## config.mk

```make
export PLATFORM = sky130hd
export DESIGN_NAME = game_state_ctrl
export DESIGN_NICKNAME = d
export VERILOG_FILES = /design/src/rtl/game_state_ctrl_pkg.sv /design/src/rtl/game_state_ctrl_btn_edge.sv /design/src/rtl/game_state_ctrl.sv
export SDC_FILE = /design/constraint.sdc
export NUM_CORES = 1
export LEC_CHECK = 0
export ABC_AREA = 1
export CAP_MARGIN = 40
export CORE_MARGIN = 2
export CORE_UTILIZATION = 53
export CTS_BUF_LIST = sky130_fd_sc_hd__clkbuf_16
export CTS_CLUSTER_DIAMETER = 60
export DETAILED_ROUTE_END_ITERATION = 8
export HOLD_SLACK_MARGIN = 0.05
export PLACE_DENSITY_LB_ADDON = 0.2
export SLEW_MARGIN = 20
export SYNTH_ARGS = -nofsm -noshare
export SYNTH_HDL_FRONTEND = slang
export SYNTH_SLANG_ARGS = --single-unit
```

## constraint.sdc

```tcl
create_clock -name clk -period 2 [get_ports clk]
set_input_delay 0.5 -clock clk [delete_from_list [all_inputs] [get_ports clk]]
set_output_delay 0.5 -clock clk [all_outputs]
set_load 0.03 [all_outputs]
```

## src/rtl/game_state_ctrl_pkg.sv

```systemverilog
// Shared game-flow state codes; the video and sprite engines decode the same values.
package game_state_ctrl_pkg;

   localparam int STATE_W = 3;

   localparam logic [STATE_W-1:0] ST_START    = 3'b000;
   localparam logic [STATE_W-1:0] ST_PLAYING  = 3'b001;
   localparam logic [STATE_W-1:0] ST_PAUSE    = 3'b010;
   localparam logic [STATE_W-1:0] ST_RESET    = 3'b011;
   localparam logic [STATE_W-1:0] ST_GAMEOVER = 3'b100;
   localparam logic [STATE_W-1:0] ST_RESPAWN  = 3'b101;

endpackage

```

## src/rtl/game_state_ctrl_btn_edge.sv

```systemverilog
// Rising-edge detector for a level button; history resets to 1 so a button held
// through reset has to be released before it can act.
module btn_edge (
   input  logic clk,
   input  logic rst,
   input  logic btn,
   output logic rise
);

   logic prev;

   always_ff @(posedge clk or posedge rst) begin
      if (rst) prev <= 1'b1;
      else     prev <= btn;
   end

   assign rise = btn & ~prev;

endmodule

```

## src/rtl/game_state_ctrl.sv

```systemverilog
// Multi-player game-flow controller: lives per player, timed respawn, level counter,
// edge-detected start/pause buttons.
module game_state_ctrl
   import game_state_ctrl_pkg::*;
#(
   parameter int NUM_PLAYERS    = 2,
   parameter int LIVES          = 3,
   parameter int LIVES_W        = 2,
   parameter int RESPAWN_CYCLES = 50,
   parameter int LEVEL_W        = 4
) (
   input  logic                           clk,
   input  logic                           resetFSM,
   input  logic                           reset,
   input  logic                           startGame,
   input  logic                           pauseGame,
   input  logic [NUM_PLAYERS-1:0]         dead,
   input  logic                           levelDone,
   output logic [STATE_W-1:0]             stateGame,
   output logic [NUM_PLAYERS*LIVES_W-1:0] lives,
   output logic [NUM_PLAYERS-1:0]         alive,
   output logic [LEVEL_W-1:0]             level,
   output logic                           gameOverP
);

   localparam int CNT_W = (RESPAWN_CYCLES > 1) ? $clog2(RESPAWN_CYCLES) : 1;
   localparam logic [CNT_W-1:0]   CNT_LOAD   = CNT_W'(RESPAWN_CYCLES - 1);
   localparam logic [LIVES_W-1:0] LIVES_INIT = LIVES_W'(LIVES);

   logic                   st_edge, pa_edge;
   logic [STATE_W-1:0]     state, state_n;
   logic [CNT_W-1:0]       cnt, cnt_n;
   logic [LEVEL_W-1:0]     level_q, level_n;
   logic                   gop_q, gop_n;
   logic                   reload, dec_en;
   logic [NUM_PLAYERS-1:0] hit, zero_after;

   btn_edge u_start_edge (
      .clk  (clk),
      .rst  (resetFSM),
      .btn  (startGame),
      .rise (st_edge)
   );

   btn_edge u_pause_edge (
      .clk  (clk),
      .rst  (resetFSM),
      .btn  (pauseGame),
      .rise (pa_edge)
   );

   // Deaths only count for players that still have lives left.
   assign hit = dead & alive;

   for (genvar i = 0; i < NUM_PLAYERS; i++) begin : g_life
      logic [LIVES_W-1:0] cur, nxt;
      logic               alive_q;

      always_comb begin
         nxt = cur;
         if (reload)                nxt = LIVES_INIT;
         else if (dec_en && hit[i]) nxt = cur - LIVES_W'(1);
      end

      always_ff @(posedge clk or posedge resetFSM) begin
         if (resetFSM) begin
            cur     <= LIVES_INIT;
            alive_q <= 1'b1;
         end else begin
            cur     <= nxt;
            alive_q <= |nxt;
         end
      end

      assign zero_after[i]                 = (cur == '0) | (hit[i] & (cur == LIVES_W'(1)));
      assign lives[i*LIVES_W +: LIVES_W]   = cur;
      assign alive[i]                      = alive_q;
   end

   always_comb begin
      state_n = state;
      cnt_n   = cnt;
      level_n = level_q;
      gop_n   = 1'b0;
      reload  = 1'b0;
      dec_en  = 1'b0;
      case (state)
         ST_START: begin
            if (reset) begin
               state_n = ST_RESET;
            end else if (st_edge) begin
               state_n = ST_PLAYING;
               reload  = 1'b1;
               level_n = '0;
            end
         end
         ST_PLAYING: begin
            if (reset) begin
               state_n = ST_RESET;
            end else if (|hit) begin
               dec_en = 1'b1;
               if (&zero_after) begin
                  state_n = ST_GAMEOVER;
                  gop_n   = 1'b1;
               end else begin
                  state_n = ST_RESPAWN;
                  cnt_n   = CNT_LOAD;
               end
            end else if (pa_edge) begin
               state_n = ST_PAUSE;
            end else if (levelDone && (level_q != '1)) begin
               level_n = level_q + LEVEL_W'(1);
            end
         end
         ST_PAUSE: begin
            if (reset)                 state_n = ST_RESET;
            else if (pa_edge || st_edge) state_n = ST_PLAYING;
         end
         ST_RESPAWN: begin
            // Loaded with RESPAWN_CYCLES-1 on entry, so the exit at zero gives an exact dwell.
            if (reset)             state_n = ST_RESET;
            else if (cnt == '0)    state_n = ST_PLAYING;
            else                   cnt_n   = cnt - CNT_W'(1);
         end
         ST_GAMEOVER: begin
            if (reset || st_edge) state_n = ST_RESET;
         end
         ST_RESET: begin
            state_n = ST_START;
            reload  = 1'b1;
            level_n = '0;
            cnt_n   = '0;
         end
         default: state_n = ST_RESET;
      endcase
   end

   always_ff @(posedge clk or posedge resetFSM) begin
      if (resetFSM) begin
         state   <= ST_START;
         cnt     <= '0;
         level_q <= '0;
         gop_q   <= 1'b0;
      end else begin
         state   <= state_n;
         cnt     <= cnt_n;
         level_q <= level_n;
         gop_q   <= gop_n;
      end
   end

   assign stateGame = state;
   assign level     = level_q;
   assign gameOverP = gop_q;

endmodule

```

### Yosys cells after proc, flatten, opt, wreduce, memory -nomap -nowiden

Index checks and enable logic that the tools add are counted.
W data, S select, Z words.

| operators by class | value |
|---|---|
| reductions and logical operators | 18 |
| equality and inequality tests | 23 |
| add/sub/neg operators | 4 |
| multiplexer cells | 39 |
| bitwise logic cells | 9 |

Operators by type and width:

| kind | number |
|---|---|
| $mux W3 | 10 |
| $mux W6 | 5 |
| $mux W4 | 6 |
| $ne A2 B2 Y1 const B | 11 |
| $pmux W3 S6 | 1 |
| $pmux W6 S3 | 1 |
| $pmux W4 S3 | 1 |
| $mux W1 | 10 |
| $ne A3 B3 Y1 const B | 3 |
| $mux W2 | 4 |
| $ne A4 B4 Y1 const B | 2 |
| $reduce_and A7 Y1 | 1 |
| $eq A3 B2 Y1 const B | 2 |
| $eq A3 B3 Y1 const B | 2 |
| $logic_not A6 Y1 | 1 |
| $reduce_and A6 Y1 | 1 |
| $reduce_bool A3 Y1 | 2 |
| $reduce_or A2 Y1 | 3 |
| $sub A6 B1 Y6 const B | 1 |
| $reduce_and A5 Y1 | 1 |
| $add A4 B1 Y4 const B | 1 |
| $and A1 B1 Y1 | 4 |
| $eq A2 B1 Y1 const B | 2 |
| $logic_not A2 Y1 | 2 |
| other kinds (10) | 16 |

| word-level totals | value |
|---|---|
| bits in registers | 22 |
| word-level logic and storage cells | 103 |
| output and inout bits | 14 |
| bits of input ports | 8 |

### Depth between registers and ports, before layout

Gate-level depths: netlist of run 1.

| logic depth | value |
|---|---|
| word-level depth | 9 |
| mapped depth | 10 |
| mapped depth without buffers | 10 |

### By module

From an unflattened synthesis of run 1, not the netlist that was laid out.

| unflattened totals | value |
|---|---|
| cells, all modules | 205 |
| area, all modules | 1,493.9 µm² |

Modules (own cells, without submodules):

| module | area each (µm²) | times used | sequential area each (µm²) | cells each |
|---|---|---|---|---|
| game_state_ctrl | 1,413.9 | 1 | 508.0 | 197 |
| btn_edge | 40.0 | 2 | 26.3 | 4 |

### Worst setup path after synthesis of run 1

OpenSTA, ideal clock, no wires.

| path | value |
|---|---|
| path kind | flip-flop to flip-flop |
| start point | reg g_life[1].cur[0] |
| end point | reg cnt[4] |
| path slack | 0.452 ns |
| library setup time | 0.116 ns |
| arrival time | 1.432 ns |
| buffers on the path | 0 |
| required time | 1.884 ns |
| cell stages (with the launch flop) | 10 |
| period minus slack after synthesis | 1.548 ns |
| path through | dfstp_2 > inv_1 > ha_1 > o21bai_1 > nand2_1 > nand2_1 > nand2_1 > nand2_4 > nand2_1 > nand2_1 |

| between the ends | value |
|---|---|
| word-level cells in the longest chain between the ends | 6 |
| elaborated cells on any way between the ends | 7 |
| classes of those cells | 2 x eq/ne; 2 x bitwise; 3 x reduce/logical |

RTL lines:

| item | RTL line | source |
|---|---|---|
| start, declared | game_state_ctrl.sv:56 | `logic [LIVES_W-1:0] cur, nxt;` |
| start signal, assigned | game_state_ctrl.sv:70 | `cur <= nxt;` |
| $eq A2 B1 Y1 | game_state_ctrl.sv:75 | `assign zero_after[i] = (cur == '0) \| (hit[i] & (cur == LIVES_W'(1)));` |
| $and A1 B1 Y1 | game_state_ctrl.sv:75 |  |
| $or A1 B1 Y1 * | game_state_ctrl.sv:75 |  |
| $reduce_and A2 Y1 * | game_state_ctrl.sv:102 | `if (&zero_after) begin` |
| $ne A2 B2 Y1 (no line) * | n/a |  |
| $reduce_and A6 Y1 (no line) * | n/a |  |
| end signal, assigned | game_state_ctrl.sv:146 | `cnt <= cnt_n;` |
| end, declared | game_state_ctrl.sv:32 | `logic [CNT_W-1:0] cnt, cnt_n;` |

Mark *: on every way between the ends. The rest lies on a longest branch, timed or not.
A chain may end at the register's enable or synchronous reset.

### Final worst setup path of run 1

| path | value |
|---|---|
| start point | reg g_life[0].alive_q |
| end point | out alive[0] |

RTL lines:

| item | RTL line | source |
|---|---|---|
| start, declared | game_state_ctrl.sv:57 | `logic alive_q;` |
| start signal, assigned | game_state_ctrl.sv:71 | `alive_q <= \|nxt;` |
| end, declared | game_state_ctrl.sv:21 | `output logic [NUM_PLAYERS-1:0] alive,` |

No word-level cell between the ends.

==> reports/qor.txt, run 1 <==
nets = 238
routability cong. = 0.822
die area = 3180 sq um
Post-synth EDFFs = 0
Core Util, Final = 66.8%
Rows = 19
main flop type after synthesis = dfrtp_1
final clock skew = 0.00192 ns
max_slew headroom = 78.2%
Die Y = 56.4 microns
Max Cap Viol = 0
Distinct cells, synth = 29
grt ovf = 0
Min Hold Slack = 0.508 ns
Largest stage delay, worst path = 0.66 ns
cell with the most instances after synthesis = nand2_1
worst skew pair latency = 0.25 ns
status = complete, no violations
Setup crit start kind = register
Resized cells post-CTS = 0
IO Count = 22
post-CTS setup repair buffer count = 0
Worst-path clk slew = 0.05 ns
post-synthesis sequential area ratio = 38.5%
CTS buffer count = 3
Top delay family on crit path = buffers and inverters
RSZ-0062 raised after global routing = false
Post-Synthesis Cells = 196
CTS Root Buffer Type = clkbuf_16
post-route setup TNS = 0 ns
Clock Path Buffers = 2
Tcrit/Tclk final = 97.7%
Post-synth top cells = nand2_1, inv_1, dfrtp_1, nor2_1, nand3_1
Tot GR Track Use = 21.3%
fraction of registers with async set/reset = 100%
ANT cells = 0
min cycle time layout = 1.95 ns
largest net degree at the start of global routing = 23
Die X = 56.4 microns
endpoints failing setup = 0
register bit count reported by yosys = 22
Crit path buffers/inverters = 1
Tot Pwr = 2870 uW
drt wl/cell = 11.9 microns
Antenna Nets Post-Route = 0
number of I/O port buffers = 21
slowest CP cell = clkdlybuf4s50_1
Crit Path Category = reg -> out
via count = 1281
PwrDens = 1600 nW/um^2
hold buffers post-CTS = 0
initial antenna violation count = 0
Mapped Nets = 211
vias in the first global route = 1312
Detailed Route WL = 3000 microns
netlist area before placement = 1460 sq um
post-synth top area cell = dfrtp_1
Worst-Margin Slew = 0.327 ns
Yosys Warn Count = 0
Syn-to-layout area delta = 23.3%
largest fanout on the critical path = 3
Lkg Pwr = 0.000958 uW
drt pass-1 iters = 4
FILL cells = 227
top post-synthesis cells by area = dfrtp_1, nand2_1, dfstp_2
# H-tree levels = 1
via density per instance = 5.08
initial drt markers = 46
critical path cell sequence = clkdlybuf4s50_1
Sink Count = 22
Worst VDD drop = 1.23 mV
CTS tree = done
CORE AREA = 2690 sq um
worst hold path class = reg -> reg
first-pass GRT wire length = 5380 microns
mean post-synth cell area = 7.42 sq um
post-synth top area share = 24.1%
fmax = 512 MHz
Starting Density = 54.2%
share of cells above drive strength 1 = 16.3%
Worst EP required = 1.50 ns
CP endpoint kind = output port
dpl hpwl = 2300 microns
final hold violations = 0
CP Data Arrival Time = 1.45 ns
DR DRC count = 0
Slew Viols, Final = 0
[stage by stage]
stage | worst slack, ns | cells | cell area (sq um)
6_report | 0.0455 | 252 | 1790
5_1_grt | 0.0129 | 252 | 1790
4_1_cts | 0.00240 | 252 | 1790
3_5_place_dp | 0.0733 | 249 | 1710
3_3_place_gp | 0.127 | 249 | 1710
2_1_floorplan | 0.452 | 196 | 1460
[metal layers]
layer | global-route usage, % | vias up | share of wire [%]
met2 | 35.0 | 46 | 49
met5 | 0 | - | 0
met3 | 3.92 | 7 | 5.7
met4 | 11.9 | 0 | 1.8
li1 | - | 658 | -
met1 | 26.3 | 570 | 43
[placed cells by master, fill, tap and decap left out, types with 2 or more instances in the layout]
master / instances
or2_2: 2
ha_1: 7
clkdlybuf4s50_1: 18
nand3_1: 12
nand2_1: 75
inv_2: 6
o211ai_1: 2
nand2_4: 3
nand4_1: 2
dlymetal6s2s_1: 3
o21ai_0: 2
o21ai_1: 4
nand2_2: 3
dfrtp_1: 14
nand3b_1: 2
dfstp_2: 8
nor2_8: 2
a21oi_2: 2
buf_4: 3
inv_1: 21
a21oi_1: 4
nor2_1: 14
clkbuf_16: 3
[power breakdown]
| group | total [uW] | switching [uW] | internal [uW] |
|---|---|---|---|
| clock network | 410 | 146 | 264 |
| registers | 760 | 134 | 626 |
| logic | 1700 | 1080 | 614 |
| total | 2870 | 1360 | 1500 |
[path summary, 6_finish.rpt]
path                                    from                end  slack [ns]  cells past startpoint
max                        g_life[0].alive_q           alive[0]        0.05                      1
min                                   cnt[1]             cnt[1]        0.51                      2
max reg2reg                 g_life[1].cur[0]             cnt[0]        0.41                      8
min reg2reg                           cnt[1]             cnt[1]        0.51                      2
max in group asynchronous           resetFSM  u_start_edge.prev        1.15                      3
min in group asynchronous           resetFSM           level[3]        0.58                      3
[final cells by class]
class	count	area [sq um]	area share [%]
clock buffers	3	75.1	4.18
inverters	27	101	5.65
multi-input cells	145	778	43.4
flip-flops and latches	22	561	31.2
well taps	31	38.8	2.16
repair buffers	24	240	13.4
[state kept, by name, indices dropped and copies added, names as in the netlist]
signal,flops
cnt,6
g_life.cur,4
level,4
stateGame,3
g_life.alive_q,2
gameOverP,1
u_pause_edge.prev,1
u_start_edge.prev,1
[logic make-up (layout without fill, tap and decap cells)]
family / after synthesis / count (layout) / synth area share (%)
AO/OA/AOI/OAI: 16 / 16 / 7.31
flip-flops: 22 / 22 / 38.5
AND/OR/NAND/NOR: 120 / 120 / 39.0
adder cells (fa/ha/maj): 7 / 7 / 6.02
buffers and inverters: 29 / 54 / 8.00
XOR/XNOR: 2 / 2 / 1.20
(Power assumes the default switching activity.)
==> inputs of run 2 (changes only) <==
GPL_TIMING_DRIVEN = 0   (was default)
==> run 2 against run 1 <==
  * Via count is 2.7% higher
  * First-iteration DRC count is 24% lower
  * Power is 2.2% lower
  * Sequential share of layout area hardly changed
  * Critical endpoint is now lives[2]
  * Critical path type unchanged
  * Combinational power is 7% lower
  * Register-to-register slack better by 0.05 ns
  * Critical path depth stayed put
  * Final area hardly changed
  * Maximum frequency is 0.56% lower
  * Cell count is 0.40% higher
  * Count of clock-buffer cells in the layout stayed put
==> reports/qor.txt, run 2 (synthesis results as in run 1) <==
drt pass-1 iters = 5 (+1)
Worst-Margin Slew = 0.351 ns (+0.0236 ns)
CORE AREA = 2690 sq um (unchanged)
Layout Cells excl Fill = 253 (+0.40%)
placed cell count = 248 (-0.40%)
nets = 238 (unchanged)
worst hold path class = reg -> reg
status = complete, no violations
largest net degree at the start of global routing = 23 (unchanged)
CTS buffer count = 3 (unchanged)
met1 Use GR = 25.4% (-0.89 points)
Worst Hold End = cnt[0]
Lkg Pwr = 0.000959 uW (about the same)
ANT cells = 0 (unchanged)
M2 GR Usage = 33.8% (-1.2 points)
reg2reg start = g_life[1].cur[0]
final hold violations = 0 (unchanged)
Top delay family on crit path = buffers and inverters
IO Count = 22 (unchanged)
endpoints failing setup = 0 (unchanged)
CTS Root Buffer Type = clkbuf_16
max reg flops = 6 (unchanged)
post-route setup TNS = 0 ns (unchanged)
number of I/O port buffers = 21 (unchanged)
# H-tree levels = 1 (unchanged)
DR DRC count = 0 (unchanged)
CTS tree = done
Die X = 56.4 microns (unchanged)
critical path cell sequence = clkdlybuf4s50_1
slowest CP cell = clkdlybuf4s50_1
hold_sp = cnt[0]
via count = 1316 (+2.7%)
Antenna Nets Post-Route = 0 (unchanged)
Clock Path Buffers = 2 (unchanged)
Setup crit start kind = register
largest fanout on the critical path = 4 (+1)
Starting Density = 54.2% (unchanged)
Worst VDD drop = 1.01 mV (-18%)
min cycle time layout = 1.97 ns (+0.0110 ns)
initial drt markers = 35 (-24%)
Worst-path clk slew = 0.06 ns (about the same)
RSZ-0062 raised after global routing = false
CP endpoint kind = output port
Rows = 19 (unchanged)
final clock skew = 0.00285 ns (+0.000937 ns)
Worst EP required = 1.50 ns (about the same)
max_slew headroom = 76.6% (-1.5 points)
Syn-to-layout area delta = 23.4% (about the same)
via density per instance = 5.20 (+2.3%)
commonest non-fill, non-tap cell in the layout = nand2_1
FF-to-FF End = cnt[5]
Die Y = 56.4 microns (unchanged)
CP Data Arrival Time = 1.47 ns (+0.02 ns)
PwrDens = 1560 nW/um^2 (-2.2%)
die area = 3180 sq um (unchanged)
Most Crowded Layer GR = met2
vias in the first global route = 1260 (-4.0%)
fmax = 509 MHz (-0.56%)
met3 GRT Util = 3.92% (unchanged)
Sink Count = 22 (unchanged)
worst skew pair latency = 0.25 ns (about the same)
most frequent cells in the layout = nand2_1, inv_1, clkdlybuf4s50_1
Crit Path Category = reg -> out
R2R setup slack = 0.46 ns (+0.05 ns)
Max Cap Viol = 0 (unchanged)
first-pass GRT wire length = 5150 microns (-4.1%)
routability cong. = 0.850 (+3.4%)
Tot GR Track Use = 20.3% (-1.0 points)
Largest stage delay, worst path = 0.67 ns (about the same)
Top reg by flops = cnt
hold depth = 2 (unchanged)
Tcrit/Tclk final = 98.3% (+0.55 points)
Slew Viols, Final = 0 (unchanged)
grt ovf = 0 (unchanged)
post-CTS setup repair buffer count = 0 (unchanged)
dpl hpwl = 2230 microns (-2.9%)
drt wl/cell = 11.1 microns (-7.0%)
Detailed Route WL = 2800 microns (-6.6%)
initial antenna violation count = 0 (unchanged)
R2R cell count = 9 (+1)
share of cells above drive strength 1 = 16.2% (-0.073 points)
Crit path buffers/inverters = 1 (unchanged)
run 2: cell count changes in the layout (fill, tap and decap cells not counted), sizes merged:
cell,delta
inv,+1
dlygate4sd2,+4
clkdlybuf4s50,-2
dlymetal6s2s,-2
run 2: layer usage:
metal	share of wire, %	wire [microns]
met3	3.8	105
met1	45	1260
met4	2.1	58
met2	49	1380
met5	0	0
run 2: per-stage QoR:
step / utilization [%] / setup WS (ns) / hold WS (ns) / power [uW] / instance area, sq um
floorplan: - / 0.452 / 0.464 / 2000 / 1460
global placement: 63.4 / 0.105 / 0.485 / 2350 / 1700
detailed placement: 63.4 / 0.0598 / 0.494 / 2410 / 1700
CTS: 66.2 / 0.00252 / 0.509 / 2820 / 1780
global route: 66.8 / 0.00397 / 0.539 / 3070 / 1800
finish: 66.8 / 0.0345 / 0.501 / 2800 / 1800
run 2: worst max-delay path by stage:
stage                        endpoint  slack (ns)        startpoint  depth (start not counted)
finish                       lives[2]        0.03  g_life[1].cur[0]                          1
global route                 lives[2]       0.004  g_life[1].cur[0]                          1
CTS                          lives[0]       0.003  g_life[0].cur[0]                          1
detailed placement  g_life[0].alive_q        0.06             reset                          9
global placement    g_life[1].alive_q        0.10           dead[0]                         10
floorplan                      cnt[4]        0.45  g_life[1].cur[0]                          9
run 2: layout make-up:
type	instances	area, sq um
well taps	31	38.8
plain buffers	2	15.0
clock buffers	3	75.1
flip-flops and latches	22	561
clock inverters	1	3.75
fillers	237	891
inverters	27	101
multi-input cells	145	778
repair buffers	22	223
run 2: what timing repair did:
| action | in CTS | in global routing |
|---|---|---|
| hold endpoints to repair | 0 | 0 |
| setup endpoints to repair | 4 | 1 |
| resized for setup | 4 | 1 |
| hold buffers | 0 | 0 |
run 2: power breakdown:
group / leakage (uW) / switching [uW] / internal (uW) / total [uW]
clock network: 0.0000423 / 148 / 266 / 414
logic: 0.000651 / 1010 / 577 / 1580
registers: 0.000266 / 183 / 625 / 807
